[config.mk]
export PLATFORM = sky130hd
export DESIGN_NAME = pipelined_adder_flat
export DESIGN_NICKNAME = d
export VERILOG_FILES = /design/src/rtl/pipelined_adder_if.sv /design/src/rtl/pipelined_adder.sv /design/src/flat_wrapper.sv
export SDC_FILE = /design/constraint.sdc
export NUM_CORES = 1
export LEC_CHECK = 0
export BUFFER_PORTS_ARGS = -buffer_cell sky130_fd_sc_hd__buf_4
export CAP_MARGIN = 20
export CORE_AREA = 10 10 127 129
export CTS_CLUSTER_DIAMETER = 30
export DETAILED_ROUTE_END_ITERATION = 16
export DIE_AREA = 0 0 137 139
export PLACE_DENSITY = 0.84
export SYNTH_ARGS = -nofsm -noshare
export SYNTH_HDL_FRONTEND = slang
export SYNTH_SLANG_ARGS = --single-unit
export TNS_END_PERCENT = 10
[constraint.sdc]
create_clock -name clk -period 17.7 [get_ports clk]
set_input_delay 2.655 -clock clk [delete_from_list [all_inputs] [get_ports clk]]
set_output_delay 2.655 -clock clk [all_outputs]
set_load 0.05 [all_outputs]
[src/rtl/pipelined_adder_if.sv]
// Operand/result handshake bundle for pipelined_adder.
// The ovf signal exists only when PIPE_ADD_OVF_EN is defined.
interface pipelined_adder_if #(
    parameter int unsigned WIDTH = 32
);
    logic             in_valid;
    logic             in_ready;
    logic [WIDTH-1:0] a;
    logic [WIDTH-1:0] b;
    logic             cin;
    logic             sub;
    logic             out_valid;
    logic             out_ready;
    logic [WIDTH-1:0] sum;
    logic             cout;
`ifdef PIPE_ADD_OVF_EN
    logic             ovf;

    modport master (
        output in_valid, a, b, cin, sub, out_ready,
        input  in_ready, out_valid, sum, cout, ovf
    );
    modport slave (
        input  in_valid, a, b, cin, sub, out_ready,
        output in_ready, out_valid, sum, cout, ovf
    );
`else
    modport master (
        output in_valid, a, b, cin, sub, out_ready,
        input  in_ready, out_valid, sum, cout
    );
    modport slave (
        input  in_valid, a, b, cin, sub, out_ready,
        output in_ready, out_valid, sum, cout
    );
`endif
endinterface

[src/rtl/pipelined_adder.sv]
// Pipelined adder/subtractor: a WIDTH-bit add split into STAGES carry-chained chunks,
// one chunk per pipeline stage. Each stage forwards the operand bits not yet consumed
// and the result bits already produced, so throughput is one beat per clock.
// Whole pipeline stalls together when the output is held (no bubble collapsing).
// Optional feature: define PIPE_ADD_OVF_EN to add the signed-overflow output ovf.
module pipelined_adder #(
    parameter int unsigned WIDTH  = 32,
    parameter int unsigned STAGES = 4
) (
    input logic              clk,
    input logic              rst,
    pipelined_adder_if.slave bus
);

    localparam int unsigned CHUNK = (STAGES > 0) ? WIDTH / STAGES : WIDTH;

    if ((STAGES < 1) || ((WIDTH % ((STAGES > 0) ? STAGES : 1)) != 0)) begin : g_cfg_err
        $error("pipelined_adder: STAGES must be >= 1 and divide WIDTH");
    end

    logic             adv;
    logic [WIDTH-1:0] b_eff;
    logic             cin_eff;

    // Subtraction is a + ~b + 1; cin is ignored in that mode.
    assign b_eff   = bus.sub ? ~bus.b : bus.b;
    assign cin_eff = bus.sub ? 1'b1 : bus.cin;

    for (genvar s = 0; s < STAGES; s++) begin : g_stage
        localparam int unsigned Lo = s * CHUNK;
        localparam int unsigned Hi = Lo + CHUNK;

        // a_src/b_src hold operand bits [WIDTH-1:Lo], re-based to bit 0.
        logic                v_in;
        logic                c_in;
        logic [WIDTH-Lo-1:0] a_src;
        logic [WIDTH-Lo-1:0] b_src;
        logic [CHUNK:0]      part;
        logic [Hi-1:0]       r_d;
        logic                v_q;
        logic                c_q;
        logic [Hi-1:0]       r_q;

        assign part = {1'b0, a_src[CHUNK-1:0]} + {1'b0, b_src[CHUNK-1:0]}
                    + {{CHUNK{1'b0}}, c_in};

        if (s == 0) begin : g_head
            assign v_in  = bus.in_valid;
            assign c_in  = cin_eff;
            assign a_src = bus.a;
            assign b_src = b_eff;
            assign r_d   = part[CHUNK-1:0];
        end else begin : g_tail
            assign v_in  = g_stage[s-1].v_q;
            assign c_in  = g_stage[s-1].c_q;
            assign a_src = g_stage[s-1].g_fwd.a_q;
            assign b_src = g_stage[s-1].g_fwd.b_q;
            assign r_d   = {part[CHUNK-1:0], g_stage[s-1].r_q};
        end

        // Stage valid, chunk carry and accumulated low result bits; hold on stall.
        always_ff @(posedge clk or posedge rst) begin
            if (rst) begin
                v_q <= 1'b0;
                c_q <= 1'b0;
                r_q <= '0;
            end else if (adv) begin
                v_q <= v_in;
                c_q <= part[CHUNK];
                r_q <= r_d;
            end
        end

        if (s < STAGES - 1) begin : g_fwd
            logic [WIDTH-Hi-1:0] a_q;
            logic [WIDTH-Hi-1:0] b_q;

            // Operand chunks still to be added by later stages.
            always_ff @(posedge clk or posedge rst) begin
                if (rst) begin
                    a_q <= '0;
                    b_q <= '0;
                end else if (adv) begin
                    a_q <= a_src[WIDTH-Lo-1:CHUNK];
                    b_q <= b_src[WIDTH-Lo-1:CHUNK];
                end
            end
        end
    end

    assign bus.out_valid = g_stage[STAGES-1].v_q;
    assign bus.sum       = g_stage[STAGES-1].r_q;
    assign bus.cout      = g_stage[STAGES-1].c_q;

    // Every stage moves together whenever the output slot is empty or being taken.
    assign adv          = !bus.out_valid || bus.out_ready;
    assign bus.in_ready = adv;

`ifdef PIPE_ADD_OVF_EN
    logic ovf_d;
    logic ovf_q;

    // Carry into the MSB is a ^ b ^ sum at the MSB; overflow when it differs from cout.
    assign ovf_d = g_stage[STAGES-1].part[CHUNK]
                 ^ g_stage[STAGES-1].a_src[CHUNK-1]
                 ^ g_stage[STAGES-1].b_src[CHUNK-1]
                 ^ g_stage[STAGES-1].part[CHUNK-1];

    // Overflow flag travels with the final-stage registers.
    always_ff @(posedge clk or posedge rst) begin
        if (rst) begin
            ovf_q <= 1'b0;
        end else if (adv) begin
            ovf_q <= ovf_d;
        end
    end

    assign bus.ovf = ovf_q;
`endif

endmodule

[src/flat_wrapper.sv]
// flat-port wrapper written by rule: the top's interface ports become plain ports
module pipelined_adder_flat 
#(
    parameter int unsigned WIDTH  = 32,
    parameter int unsigned STAGES = 4
)
  (clk, rst, bus_in_valid, bus_a, bus_b, bus_cin, bus_sub, bus_out_ready, bus_in_ready, bus_out_valid, bus_sum, bus_cout);
  pipelined_adder_if #(.WIDTH(WIDTH)) bus_i ();
  input logic clk;
  input logic rst;
  input wire logic [$bits(bus_i.in_valid)-1:0] bus_in_valid;
  input wire logic [$bits(bus_i.a)-1:0] bus_a;
  input wire logic [$bits(bus_i.b)-1:0] bus_b;
  input wire logic [$bits(bus_i.cin)-1:0] bus_cin;
  input wire logic [$bits(bus_i.sub)-1:0] bus_sub;
  input wire logic [$bits(bus_i.out_ready)-1:0] bus_out_ready;
  output wire logic [$bits(bus_i.in_ready)-1:0] bus_in_ready;
  output wire logic [$bits(bus_i.out_valid)-1:0] bus_out_valid;
  output wire logic [$bits(bus_i.sum)-1:0] bus_sum;
  output wire logic [$bits(bus_i.cout)-1:0] bus_cout;
  assign bus_i.in_valid = bus_in_valid;
  assign bus_i.a = bus_a;
  assign bus_i.b = bus_b;
  assign bus_i.cin = bus_cin;
  assign bus_i.sub = bus_sub;
  assign bus_i.out_ready = bus_out_ready;
  assign bus_in_ready = bus_i.in_ready;
  assign bus_out_valid = bus_i.out_valid;
  assign bus_sum = bus_i.sum;
  assign bus_cout = bus_i.cout;
  pipelined_adder #(.WIDTH(WIDTH), .STAGES(STAGES)) u_core (.clk(clk), .rst(rst), .bus(bus_i));
endmodule
==> metrics <==
Power Density=approximately 190 mW/mm2; Area Overhead vs Synth=17.3%; adder-cell area share of the yosys netlist=approximately 6%; Vias/cell=about 5; M1 WL=between 7000 and 8000 um; Async SR Flop Fraction=100%; syn_area_per_cell=between 9 and 10 um2; max layer used=met4; peak supply drop=97.1 uV; critical path launch point type=input port; Crit. End Element=output pin; sequential fraction of the synthesis area=55.3%; critical path type=input port to output pin; Site Rows=43; DIE AREA=approximately 0.019 mm2; IO buf count=~100; total congestion overflow=0; Synthesis Warnings=0; global-route wire length before repair=around 27000 um; mux contribution to synthesized area=0%; cell area after layout=0.00977 mm2; Worst Hold Launch=u_core.g_stage[2].v_q; R2R Path Start=u_core.bus.out_valid; Flop pwr share=39.1%; met2 WL post-DR=7890 um; TritonCTS clock tree=done; total internal power=between 1000 and 1500 uW; Comb pwr share=about 41%; maxcap violations=0; Pleak=0.00498 uW; worst hold path type=register to register; final setup violation count=0; post-synth cell types=40; Worst Path Required=between 15 and 20 ns; worst reg2reg endpoint=u_core.g_stage[0].r_q[7]; clk slew on worst S/H paths=approximately 0.06 ns; Mapped Area=roughly 0.0083 mm2; drt total wl=approximately 16000 um; Initial Utilization=around 60%; hold buffer count at CTS=0; post-synthesis compound-gate area fraction=around 8.7%; drt wl/cell=around 14 um; Cell Area, Placed=0.00916 mm2; Worst-Skew Late Latency=0.43 ns; dominant cells by area after synthesis=dfrtp_1 55%, nand2_1 20%, ha_1 4.2%, xnor2_1 3.2%, o21ai_0 3.1%; Fin. Hold Viols=0; Final Skew=a little under 0.008 ns; met3 wire len=just over 700 um; CTS sink cnt=between 150 and 200; Final nets=1102; Hold Path End=u_core.g_stage[2].v_q; area of the multi-input gates=around 0.0035 mm2; Worst-Margin Slew=0.915 ns; layout cells sized above 1=15.0%; top-count cell post-synth=nand2_1; vias after detailed routing=about 6100; flop2flop setup slack=roughly 15 ns; Crit Path Max Fanout=82; Hold Crit Depth=2; iteration-0 DRC count of the detailed router=between 400 and 500; Simple-Gate Fraction of Synth Area=roughly 22%; crit path time final=roughly 7 ns; NetSw=between 700 and 800 uW; I/O pin count=between 100 and 150; R2R depth=5; PostCTS Resize Cnt=0; Mapped Cells=around 900; max_slew headroom=39.0%; outcome=complete, no violations; TNS Setup=0 ns; CORE AREA=around 0.014 mm2; ranking of synthesized cells by instance count=437 x nand2_1, 184 x dfrtp_1, 51 x o21ai_0; TritonRoute pass-1 iters=5; crit path DAT=approximately 4.2 ns; Yosys top cell area share=55.3%; setup repair bufs after CTS=0; largest net degree at the start of global routing=101; fill count=1032; Die X=around 140 um; initial antenna violation count=0; CTS buffer count=17; Final HPWL DP=around 11000 um; # diodes=0; CTS H-tree depth=4; Achievable Freq=147 MHz; sw frac=approximately two fifths; post-synth top area cell=dfrtp_1; clock root buffer=clkbuf_16; number of global-route vias before repair=about 6000; Routed Antenna Nets=0; Global Route Usage Sum=~17%; Post-Syn Nets=~1000; largest family of logic cells by synthesized area=simple AND/OR/NAND/NOR gates; final routed DRC violation total=0; flops & latches, synth=roughly 180; gpl congestion=0.812; Synth Area in XOR/XNOR=around 4.9%; Register Area=roughly 0.0046 mm2; max-slew violations=0; RSZ-0062 raised after global routing=no; Hold WS=about 0.46 ns; period utilization=between 30% and 40%; ys flop type=dfrtp_1; die height=about 140 um; EDFF count, synth=0; Longest Clk Path Bufs=2; power share of the clock group=about 20%
## layer usage
| layer | vias to the layer above | GRT usage (%) |
|---|---|---|
| met5 | - | 0 |
| met4 | 0 | 5.99 |
| met3 | 22 | 4.35 |
| met2 | 107 | 26.6 |
| met1 | 2865 | 23.1 |
| li1 | 3081 | - |
## kinds of logic (layout without fill, tap and decap cells)
kind of cell,Yosys count,count (layout)
buf+inv,56,153
simple gates,473,473
xor+xnor,47,47
fa+ha+maj,36,36
flops,184,184
compound gates,116,116
## stage by stage
step	total power, uW	util, %	setup slack [ns]	std cells
detailed placement	1480	67.1	10.88	1156
floorplan	1290	-	10.04	912
CTS	1850	71.3	10.88	1188
finish	1840	71.5	10.89	1189
global placement	1450	67.1	10.87	1156
global route	1980	71.5	10.75	1189
## sequential cells by signal (all words and copies together), names as in the netlist
signal                    count
u_core.bus.cout               1
u_core.g_stage.g_fwd.a_q     48
u_core.g_stage.g_fwd.b_q     48
u_core.bus.sum               32
u_core.g_stage.r_q           48
u_core.g_stage.v_q            3
u_core.g_stage.c_q            3
u_core.bus.out_valid          1
## cell usage in the layout (no fill, tap or decap), types with 2 or more instances in the layout
cell type / netlist / routed
xnor2_1: 30 / 30
xor2_1: 17 / 17
o21ai_1: 4 / 4
nand2b_1: 4 / 4
inv_1: 11 / 10
fa_1: 8 / 8
clkinv_4: 0 / 2
nand2_1: 437 / 437
nor3_1: 3 / 3
nor2_1: 20 / 20
o21ai_2: 2 / 2
clkbuf_1: 10 / 2
o31ai_1: 4 / 4
a211oi_1: 6 / 6
ha_1: 28 / 28
o21a_1: 6 / 6
dfrtp_1: 184 / 184
o21ai_0: 51 / 51
nand3_1: 2 / 2
clkbuf_16: 0 / 17
clkbuf_8: 1 / 4
o211ai_1: 3 / 3
o31a_1: 3 / 3
a21o_1: 5 / 5
buf_4: 0 / 108
nor3b_1: 3 / 3
a21oi_1: 20 / 20
clkinvlp_4: 0 / 4
a31oi_1: 2 / 2
a211oi_2: 3 / 3
## power by group through the flow
stage | combinational (uW) | clock (uW) | sequential [uW]
finish | 758 | 363 | 719
global route | 852 | 388 | 741
CTS | 766 | 369 | 718
detailed placement | 758 | 0 | 723
global placement | 732 | 0 | 714
floorplan | 458 | 0 | 830
## final cells by class
| cell class | instances | area share [%] |
|---|---|---|
| Clock buffer | 23 | 4.99 |
| Clock inverter | 9 | 0.935 |
| Inverter | 12 | 0.563 |
| Multi-Input combinational cell | 672 | 35.5 |
| Sequential cell | 184 | 47.1 |
| Tap cell | 180 | 2.31 |
| Timing Repair Buffer | 109 | 8.58 |
## how the worst max path moves through the flow
stage	startpoint	endpoint	slack (ns)	cells after the start
global route	bus_out_ready	bus_in_ready	10.75	4
CTS	bus_out_ready	bus_in_ready	10.88	4
global placement	bus_out_ready	bus_in_ready	10.87	4
floorplan	rst	u_core.bus.cout	10.04	1
detailed placement	bus_out_ready	bus_in_ready	10.88	4
finish	bus_out_ready	bus_in_ready	10.89	4
## worst max-delay path: stages
cell     delay (ns)
buf_4          0.12
nor2b_4        0.57
inv_4          0.47
buf_4          0.34
Power figures use the tool's default switching activity.
